$ cat config.mk
export PLATFORM = sky130hd
export DESIGN_NAME = joy_pad_responder
export DESIGN_NICKNAME = d
export VERILOG_FILES = /design/src/rtl/joy_pkg.sv /design/src/rtl/joy_in_sync.sv /design/src/rtl/joy_pad_responder.sv
export SDC_FILE = /design/constraint.sdc
export NUM_CORES = 1
export LEC_CHECK = 0
export ABC_AREA = 0
export ABC_CLOCK_PERIOD_IN_PS = 3700
export BUFFER_PORTS_ARGS = -buffer_cell sky130_fd_sc_hd__clkbuf_2
export CORE_ASPECT_RATIO = 0.9
export CORE_MARGIN = 1
export CORE_UTILIZATION = 30
export CTS_BUF_LIST = sky130_fd_sc_hd__clkbuf_2
export DETAILED_ROUTE_END_ITERATION = 10
export PLACE_DENSITY = 0.57
export SKIP_CTS_REPAIR_TIMING = 1
export SYNTH_ARGS = -nofsm -noshare
export SYNTH_HDL_FRONTEND = slang
export SYNTH_SLANG_ARGS = --single-unit
export TNS_END_PERCENT = 5
$ cat constraint.sdc
create_clock -name clk -period 3.7 [get_ports clk]
set_input_delay 0.185 -clock clk [delete_from_list [all_inputs] [get_ports clk]]
set_output_delay 0.185 -clock clk [all_outputs]
set_load 0.01 [all_outputs]
$ cat src/rtl/joy_pkg.sv
// Shared definitions for the joypad serial port: pad FSM states, command
// bytes and poll length. The serial controller bench uses the same package.
package joy_pkg;

    typedef enum logic [2:0] {
        IDLE      = 3'd0,
        SHIFT     = 3'd1,
        ACK_WAIT  = 3'd2,
        ACK_PULSE = 3'd3,
        IGNORE    = 3'd4,
        DONE      = 3'd5
    } pad_state_t;

    localparam logic [7:0] JOY_CMD_SELECT = 8'h01;
    localparam logic [7:0] JOY_CMD_READ   = 8'h42;
    localparam int         JOY_POLL_BYTES = 5;

    // Reply byte for a given byte index of the digital-pad poll.
    // Buttons are active high on the pad side and active low on the wire.
    function automatic logic [7:0] pad_reply(input logic [2:0]  idx,
                                             input logic [15:0] pad_id,
                                             input logic [15:0] btn);
        logic [7:0] r;
        r = 8'hFF;
        case (idx)
            3'd0:    r = 8'hFF;
            3'd1:    r = pad_id[7:0];
            3'd2:    r = pad_id[15:8];
            3'd3:    r = ~btn[7:0];
            3'd4:    r = ~btn[15:8];
            default: r = 8'hFF;
        endcase
        return r;
    endfunction

endpackage

$ cat src/rtl/joy_in_sync.sv
// N-stage synchronizer for one asynchronous input line.
//   clk, rst_n : system clock, asynchronous active-low reset
//   d          : asynchronous input
//   q          : synchronized output (RST_VAL while in reset)
// STAGES must be 2 or 3.
module joy_in_sync #(
    parameter int   STAGES  = 2,
    parameter logic RST_VAL = 1'b1
) (
    input  logic clk,
    input  logic rst_n,
    input  logic d,
    output logic q
);

    logic [STAGES-1:0] ff;

    always_ff @(posedge clk or negedge rst_n) begin
        if (!rst_n) begin
            ff <= {STAGES{RST_VAL}};
        end else begin
            ff <= {ff[STAGES-2:0], d};
        end
    end

    assign q = ff[STAGES-1];

endmodule

$ cat src/rtl/joy_pad_responder.sv
// Device-side digital pad on the joypad serial port. Answers the 5-byte
// poll (01, 42, xx, xx, xx) LSB first in mode-3 timing: reply bits change on
// the falling edge of joy_clk, command bits are sampled on the rising edge.
// After each of bytes 0..3 an /ACK pulse is produced.
//   clk, rst_n   : system clock, asynchronous active-low reset
//   joy_att      : /ATT select, low = selected
//   joy_clk      : serial clock from controller, idles high
//   joy_cmd      : serial command, LSB first
//   buttons      : pad buttons, 1 = pressed
//   joy_data     : serial reply, 1 when released
//   joy_ack      : /ACK, low = acknowledge
//   xfer_active  : 1 while a poll is in progress
//   last_cmd     : most recently completed command byte
//   cmd_err      : one-cycle pulse on an unexpected byte 0 / byte 1
//   state_dbg    : current FSM state (pad_state_t encoding)
module joy_pad_responder
    import joy_pkg::*;
#(
    parameter int          SYNC_STAGES = 2,
    parameter int          ACK_DELAY   = 100,
    parameter int          ACK_WIDTH   = 50,
    parameter logic [15:0] PAD_ID      = 16'h5A41
) (
    input  logic        clk,
    input  logic        rst_n,
    input  logic        joy_att,
    input  logic        joy_clk,
    input  logic        joy_cmd,
    input  logic [15:0] buttons,
    output logic        joy_data,
    output logic        joy_ack,
    output logic        xfer_active,
    output logic [7:0]  last_cmd,
    output logic        cmd_err,
    output logic [2:0]  state_dbg
);

    // Handshake with the controller: the host owns joy_clk/joy_cmd, the pad
    // answers on joy_data and acknowledges each byte (except the last) with a
    // low pulse on joy_ack; the host may start the next byte at any time.

    localparam int ACK_MAX = (ACK_DELAY > ACK_WIDTH) ? ACK_DELAY : ACK_WIDTH;
    localparam int ACK_CW  = $clog2(ACK_MAX + 1);

    logic att_s, clk_s, cmd_s;
    logic att_d, clk_d;

    joy_in_sync #(.STAGES(SYNC_STAGES), .RST_VAL(1'b1)) u_sync_att (
        .clk(clk), .rst_n(rst_n), .d(joy_att), .q(att_s)
    );
    joy_in_sync #(.STAGES(SYNC_STAGES), .RST_VAL(1'b1)) u_sync_clk (
        .clk(clk), .rst_n(rst_n), .d(joy_clk), .q(clk_s)
    );
    joy_in_sync #(.STAGES(SYNC_STAGES), .RST_VAL(1'b1)) u_sync_cmd (
        .clk(clk), .rst_n(rst_n), .d(joy_cmd), .q(cmd_s)
    );

    logic att_fall, att_rise, clk_fall, clk_rise;
    assign att_fall = att_d & ~att_s;
    assign att_rise = ~att_d & att_s;
    assign clk_fall = clk_d & ~clk_s;
    assign clk_rise = ~clk_d & clk_s;

    pad_state_t        state;
    logic [2:0]        byte_idx;
    logic [2:0]        bit_cnt;
    logic [7:0]        tx_shift;
    logic [6:0]        rx_shift;   // first seven bits of the current byte
    logic [15:0]       btn_lat;
    logic [ACK_CW-1:0] ack_cnt;

    // Complete byte as it stands on the eighth rising edge.
    logic [7:0] rx_byte;
    assign rx_byte = {cmd_s, rx_shift};

    logic cmd_ok;
    assign cmd_ok = !(((byte_idx == 3'd0) && (rx_byte != JOY_CMD_SELECT)) ||
                      ((byte_idx == 3'd1) && (rx_byte != JOY_CMD_READ)));

    // Bit shifting happens in SHIFT, and also in the ack states when the
    // host clocks the next byte early: that edge both ends the ack phase
    // and counts as the first edge of the new byte.
    logic shift_en;
    assign shift_en = (state == SHIFT) ||
                      (((state == ACK_WAIT) || (state == ACK_PULSE)) &&
                       (clk_fall || clk_rise));

    always_ff @(posedge clk or negedge rst_n) begin
        if (!rst_n) begin
            att_d    <= 1'b1;
            clk_d    <= 1'b1;
            state    <= IDLE;
            byte_idx <= 3'd0;
            bit_cnt  <= 3'd0;
            tx_shift <= 8'hFF;
            rx_shift <= 7'd0;
            btn_lat  <= 16'd0;
            ack_cnt  <= '0;
            joy_data <= 1'b1;
            joy_ack  <= 1'b1;
            last_cmd <= 8'd0;
            cmd_err  <= 1'b0;
        end else begin
            att_d   <= att_s;
            clk_d   <= clk_s;
            cmd_err <= 1'b0;

            if (att_rise) begin
                // Deselect aborts everything; last_cmd is kept.
                state    <= IDLE;
                byte_idx <= 3'd0;
                bit_cnt  <= 3'd0;
                tx_shift <= 8'hFF;
                rx_shift <= 7'd0;
                ack_cnt  <= '0;
                joy_data <= 1'b1;
                joy_ack  <= 1'b1;
            end else begin
                case (state)
                    IDLE: begin
                        if (att_fall) begin
                            state    <= SHIFT;
                            btn_lat  <= buttons;
                            byte_idx <= 3'd0;
                            bit_cnt  <= 3'd0;
                            rx_shift <= 7'd0;
                            tx_shift <= pad_reply(3'd0, PAD_ID, buttons);
                        end
                    end
                    ACK_WAIT: begin
                        if (clk_fall || clk_rise) begin
                            state   <= SHIFT;
                            ack_cnt <= '0;
                        end else if (ack_cnt == ACK_CW'(ACK_DELAY - 1)) begin
                            state   <= ACK_PULSE;
                            joy_ack <= 1'b0;
                            ack_cnt <= '0;
                        end else if (ack_cnt != ACK_CW'(ACK_MAX)) begin
                            ack_cnt <= ack_cnt + 1'b1;
                        end
                    end
                    ACK_PULSE: begin
                        if (clk_fall || clk_rise) begin
                            state   <= SHIFT;
                            joy_ack <= 1'b1;
                            ack_cnt <= '0;
                        end else if (ack_cnt == ACK_CW'(ACK_WIDTH - 1)) begin
                            state   <= SHIFT;
                            joy_ack <= 1'b1;
                            ack_cnt <= '0;
                        end else if (ack_cnt != ACK_CW'(ACK_MAX)) begin
                            ack_cnt <= ack_cnt + 1'b1;
                        end
                    end
                    IGNORE, DONE: begin
                        joy_data <= 1'b1;
                    end
                    default: begin
                        // SHIFT: edge handling below
                    end
                endcase

                if (shift_en) begin
                    if (clk_fall) begin
                        joy_data <= tx_shift[0];
                        tx_shift <= {1'b1, tx_shift[7:1]};
                    end
                    if (clk_rise) begin
                        rx_shift <= {cmd_s, rx_shift[6:1]};
                        bit_cnt  <= bit_cnt + 3'd1;
                        if (bit_cnt == 3'd7) begin
                            last_cmd <= rx_byte;
                            ack_cnt  <= '0;
                            if (!cmd_ok) begin
                                state    <= IGNORE;
                                cmd_err  <= 1'b1;
                                joy_data <= 1'b1;
                            end else if (byte_idx == 3'(JOY_POLL_BYTES - 1)) begin
                                state    <= DONE;
                                joy_data <= 1'b1;
                            end else begin
                                // Next reply is staged now so an early host
                                // edge during the ack phase finds it ready.
                                state    <= ACK_WAIT;
                                byte_idx <= byte_idx + 3'd1;
                                tx_shift <= pad_reply(byte_idx + 3'd1, PAD_ID, btn_lat);
                            end
                        end
                    end
                end
            end
        end
    end

    assign xfer_active = (state != IDLE) && (state != IGNORE);
    assign state_dbg   = state;

endmodule

==> results of run 1 <==
cell usage in the layout (no fill, tap or decap), drive strengths merged, types with 3 or more instances in the layout:
master | synthesis | final
clkinv | 0 | 3
o211ai | 3 | 3
clkbuf | 12 | 46
a31oi | 9 | 9
nand3b | 5 | 5
dlygate4sd3 | 0 | 20
nor4 | 5 | 5
o21ai | 13 | 13
ha | 12 | 12
inv | 10 | 10
or4 | 3 | 3
nor2 | 18 | 18
mux2 | 8 | 8
and2 | 4 | 4
a211oi | 4 | 4
nand3 | 23 | 23
o221a | 3 | 3
o31ai | 4 | 4
nand4 | 4 | 4
nor3 | 7 | 7
a21oi | 21 | 21
nand2 | 82 | 82
dfrtp | 48 | 48
o311ai | 6 | 6
dfstp | 18 | 18
buf | 7 | 5
nor2b | 4 | 4
nand2b | 11 | 11
power by group through the flow:
stage	Clock (uW)	Combinational, uW	Sequential [uW]
floorplan	0	103	814
global placement	0	155	823
detailed placement	0	160	824
CTS	430	161	811
global route	459	200	818
finish	406	174	810
through the flow:
step                cell area, sq um  total power (uW)  setup WS, ns  cells  hold WS [ns]
floorplan                       3470               917          1.51    372        -0.111
global placement                3780               978          1.15    544         0.276
detailed placement              3780               984          1.10    544         0.274
CTS                             3890              1400          1.06    560        -0.308
global route                    4090              1480         0.873    580         0.238
finish                          4090              1390          1.06    580         0.293
worst max path at each step:
stage                             end  cells after the start             start
final                      bit_cnt[0]                      7  u_sync_clk.ff[1]
after global routing      last_cmd[7]                      6  u_sync_clk.ff[1]
after CTS                 last_cmd[7]                      6  u_sync_clk.ff[1]
after detailed placement   bit_cnt[0]                      7  u_sync_clk.ff[1]
after global placement    last_cmd[0]                      6  u_sync_clk.ff[1]
after floorplan           last_cmd[0]                      7  u_sync_clk.ff[1]
final cells by class:
type | instances | area, sq um | share of cell area, %
clock inverters | 4 | 43.8 | 1.07
clock buffers | 12 | 60.1 | 1.47
well taps | 152 | 190 | 4.65
repair buffers | 59 | 405 | 9.92
multi-input cells | 277 | 1680 | 41.0
flip-flops and latches | 66 | 1670 | 41.0
inverters | 10 | 37.5 | 0.919
logic make-up after synthesis:
kind of cell	after synthesis	share of synthesized area [%]
buf+inv	29	3.57
fa+ha+maj	12	4.32
mux	10	3.17
flops	66	48.2
xor+xnor	1	0.252
compound gates	76	15.6
simple gates	178	24.9
per-layer routing:
metal / up-vias / routed length (microns)
li1: 1430 / -
met1: 1374 / 3730
met2: 80 / 3730
met3: 13 / 341
met4: 0 / 137
met5: - / 0
registers in the layout, summed over array words and instances, names as in the netlist, 3 cells and up:
register	count
tx_shift	8
bit_cnt	3
btn_lat	16
rx_shift	7
byte_idx	3
state_dbg	3
ack_cnt	7
last_cmd	8
worst max-delay path: stages (launching register included):
cell	delay, ns
dfstp_2	0.57
inv_1	0.05
ha_1	0.44
nand2b_1	0.27
a21oi_1	0.52
nand2_1	0.39
nand3_1	0.19
a21oi_1	0.10
synthesized netlist by cell type (5+ instances only):
| cell type | number | area share [%] |
|---|---|---|
| nor2_1 | 18 | 1.9 |
| mux2_1 | 8 | 2.6 |
| nand3_1 | 23 | 3.3 |
| o21ai_0 | 9 | 1.3 |
| nand3b_1 | 5 | 1.1 |
| a21oi_1 | 21 | 3.0 |
| nor3_1 | 7 | 1.0 |
| nand2_1 | 82 | 8.9 |
| clkbuf_1 | 12 | 1.3 |
| inv_1 | 10 | 1.1 |
| buf_2 | 6 | 0.86 |
| nand2b_1 | 11 | 2.0 |
| dfstp_2 | 18 | 14 |
| ha_1 | 12 | 4.3 |
| a31oi_1 | 9 | 1.6 |
| dfrtp_1 | 48 | 35 |
==> impl_results.md, run 1 <==
* Worst Hold Depth at 2
* Initial antenna violation count at 0
* Global route overflow at 0
* Int Power at 1010 uW
* IO Count at 36
* Reg2Reg Depth at 7
* Final Max Slew Viols at 0
* Largest net degree at the start of global routing at 46
* YS warnings at 0
* Area grow syn2layout at 17.7%
* Crit end category: flip-flop
* Library cells used by synthesis at 56
* Sw frac at 27.6%
* Tmin final at 2.64 ns
* Hold Startpoint: joy_clk
* Tot GR Track Use at 14.6%
* Wirelength per Cell at 13.7 microns
* Initial core utilization at 31.5%
* Seq/Total Area, Yosys at roughly half
* Nets at around 460
* Flop pwr share at between 50% and 60%
* ANT cells at 0
* Layout cell share with drive strength beyond 1 at between 10% and 20%
* Ys async rst share at 100%
* Core footprint at between 0.01 and 0.015 sq mm
* Global route hottest layer: met2
* Hold Crit Endpoint: u_sync_clk.ff[0]
* Synth Flop Type: dfrtp_1
* FILL cells at 1141
* Critical Path Source Type: flip-flop
* Die Wd at 115 microns
* Met2 usage at 22.5%
* Crit path max fanout at 13
* Clock Pin Slew Worst Setup and Hold Paths at 0.17 ns
* Post-route DRC at 0
* Arr. time, crit path at 3.04 ns
* Die area at 0.0120 sq mm
* Synth Register Bits at 66
* FMAX at 379 MHz
* Clock power frac at 29.2%
* Number of vias per cell at 4.99
* Final setup fails at 0
* Max_cap viols at 0
* Row count at 36
* DP HPWL at ~5.5 mm
* Drt pass-1 iters at 6
* Normalized max-slew margin at a little under a third
* Iter 0 DRT Violations at between 150 and 200
* Maximum vdd drop at 0.136 mV
* GRT met1 Usage at 19.8%
* Logic pwr share at around an eighth
* Post-synth EDFFs at 0
* Hold Path Class: in2reg
* Number of global-route vias before repair at roughly 2800
* Worst slew pin tran at 1.03 ns
* Setup TNS at 0 ns
* TritonCTS clock tree: yes
* Fin. Hold Viols at 0
* Power per Cell Area at 340 mW/mm^2
* WS Path Type: reg2reg
* Vias after detailed routing at 2897
* Syn_area_per_cell at 9.34 sq um
* Clk Latency, worst-skew pair at 0.52 ns
* Met3 GRT Util at under 10%
* Fin crit share at 71.4%
* Post-layout util at 37.0%
* Syn nets at just over 400
* Leak at 0.00182 uW
* H-tree levels at 3
* CP required at between 4 and 5 ns
* Routability cong. at 0.878
* Reg2reg end: bit_cnt[0]
* Gate Count Post-Synth at 372
* CTS buffer count at 9
* Global-route wire length before repair at 13.6 mm
* Unrepaired setup endpoints after global routing: no
* Status: completed
* Post-Route WL at 7.94 mm
* Final setup skew at 0.0325 ns
* P_sw at 383 uW
* Antenna violation net count after detailed routing at 0
* Die height at 104 microns
* CTS root buf: clkbuf_2
* CTS max path bufs at 2
* Synth Cell Area at 0.00347 sq mm
* R2R Setup Slk at around 1.1 ns
* Clock Sinks at 66
* Reg2reg start: u_sync_clk.ff[1]
* Port bufs at 35
Note: power is estimated with default switching activity, not from simulation.
==> run 2: changes to the inputs <==
Settings changed: ABC_CLOCK_PERIOD_IN_PS 3700 to 2380, PLACE_DENSITY 0.57 to 0.59.
Clock period 3.7 ns to 2.38 ns, I/O delays scaled along.
==> impl_results.md, run 2 (synthesized netlist as in run 1, its figures left out) <==
* H-tree levels at 3
* Initial antenna violation count at 0
* P_sw at around 640 uW
* Reg2Reg Depth at 6
* PnR worst setup slack at approximately 0.16 ns
* CP max stage delay at a little under 0.6 ns
* CP required at 2.79 ns
* Post-Route WL at 8.14 mm
* Final setup fails at 0
* Unrepaired setup endpoints after global routing: no
* Fin crit share at 93.3%
* Biggest regs: btn_lat x16, last_cmd x8, tx_shift x8
* Crit end category: flip-flop
* FMAX at 450 MHz
* Die Wd at approximately 120 microns
* Hold Path Class: in2async
* Post-route DRC at 0
* CTS max path bufs at 2
* ANT cells at 0
* Initial core utilization at 31.5%
* Wirelength per Cell at 13.8 microns
* Layout cell share with drive strength beyond 1 at 21.5%
* Global route overflow at 0
* Clk Latency, worst-skew pair at 0.51 ns
* Crit path max fanout at 8
* Commonest non-fill, non-tap cell in the layout: nand2_1
* Maximum vdd drop at 0.262 mV
* Port bufs at 35
* Power per Cell Area at 550 mW/mm^2
* Worst slew pin tran at 0.614 ns
* Largest register FFs at 16
* TritonCTS clock tree: yes
* Flop pwr share at 54.5%
* Nets at 466
* Clock power frac at 33.0%
* Int Power at approximately 1700 uW
* Max_cap viols at 0
* CP cell instances: inv_1 > ha_1 > nand2b_1 > a211oi_2 > and2_2 > mux2_1
* Logic pwr share at 12.4%
* Iter 0 DRT Violations at 152
* Status: completed
* Die area at roughly 0.012 sq mm
* Tot GR Track Use at approximately 15%
* Critical Path Source Type: flip-flop
* Leak at 0.00188 uW
* IO Count at 36
* Final Power at 2320 uW
* Core footprint at 0.0110 sq mm
* Area grow syn2layout at 21.3%
* Clock Sinks at 66
* Vias after detailed routing at 2915
* Largest net degree at the start of global routing at 42
* Clock Pin Slew Worst Setup and Hold Paths at ~0.19 ns
* Largest Register: btn_lat
* WS Path Type: reg2reg
* Number of vias per cell at 4.94
* Crit-path slowest cell: dfstp_2
* Post-Place Worst Slack at 0.0518 ns
* Setup TNS at 0 ns
* Tmin final at around 2.2 ns
* Number of global-route vias before repair at 2836
* Drt pass-1 iters at 4
* Most frequent cells in the layout: 82 x nand2_1, 48 x dfrtp_1, 44 x clkbuf_2, 23 x nand3_1, 21 x a21oi_1
* FILL cells at between 1000 and 1500
* Row count at 36
* CTS buffer count at 9
* Die height at between 100 and 150 microns
* Normalized max-slew margin at ~59%
* Arr. time, crit path at 2.63 ns
* Antenna violation net count after detailed routing at 0
* Fin. Hold Viols at 0
* Routability cong. at 0.814
* Global-route wire length before repair at 13.7 mm
* CTS root buf: clkbuf_2
* Final Max Slew Viols at 0
* DP HPWL at 5.67 mm
* Sw frac at 27.6%
* Final setup skew at 0.0219 ns
[run 2: per-layer routing]
metal	share of wire [%]	up-vias	GRT usage [%]
met1	49	1403	19.4
met5	0	-	0
met3	3.4	8	3.38
li1	-	1446	-
met4	1.0	0	5.38
met2	47	58	22.8
[run 2: cell type report]
| cell class | count | area, sq um | share of cell area (%) |
|---|---|---|---|
| multi-input cells | 277 | 1690 | 40.0 |
| flip-flops and latches | 66 | 1670 | 39.8 |
| repair buffers | 69 | 493 | 11.7 |
| well taps | 152 | 190 | 4.52 |
| clock inverters | 6 | 81.3 | 1.93 |
| clock buffers | 10 | 50.0 | 1.19 |
| inverters | 10 | 37.5 | 0.891 |
[run 2: worst max-delay path: cells and delay by family (launching register included)]
kind | cells | cell delay [ns]
fa+ha+maj | 1 | 0.29
mux | 1 | 0.35
simple gates | 2 | 0.54
buf+inv | 1 | 0.05
compound gates | 1 | 0.32
flops | 1 | 0.58
[run 2: path summary, 6_finish.rpt]
check                                 start               end  slack, ns
min                                   rst_n        btn_lat[3]       0.13
min in group clk                    joy_cmd  u_sync_cmd.ff[0]       0.22
max reg2reg                u_sync_clk.ff[1]       last_cmd[5]       0.16
min reg2reg                u_sync_clk.ff[0]  u_sync_clk.ff[1]       0.37
max                        u_sync_clk.ff[1]       last_cmd[5]       0.16
max in group asynchronous             rst_n       tx_shift[6]       1.55
[run 2: power groups by stage]
stage          Combinational, uW  Clock [uW]  Sequential, uW
5_1_grt                      328         834            1270
3_5_place_dp                 266           0            1280
2_1_floorplan                160           0            1270
6_report                     288         765            1260
3_3_place_gp                 260           0            1280
4_1_cts                      267         799            1260
[run 2: stage by stage]
| stage | utilization, % | hold slack [ns] | area (sq um) | cells |
|---|---|---|---|---|
| final | 38.2 | 0.132 | 4210 | 590 |
| after global placement | 35.1 | 0.167 | 3870 | 554 |
| after floorplan | - | -0.177 | 3470 | 372 |
| after CTS | 36.3 | -0.450 | 4000 | 570 |
| after detailed placement | 35.1 | 0.168 | 3870 | 554 |
| after global routing | 38.2 | 0.112 | 4210 | 590 |
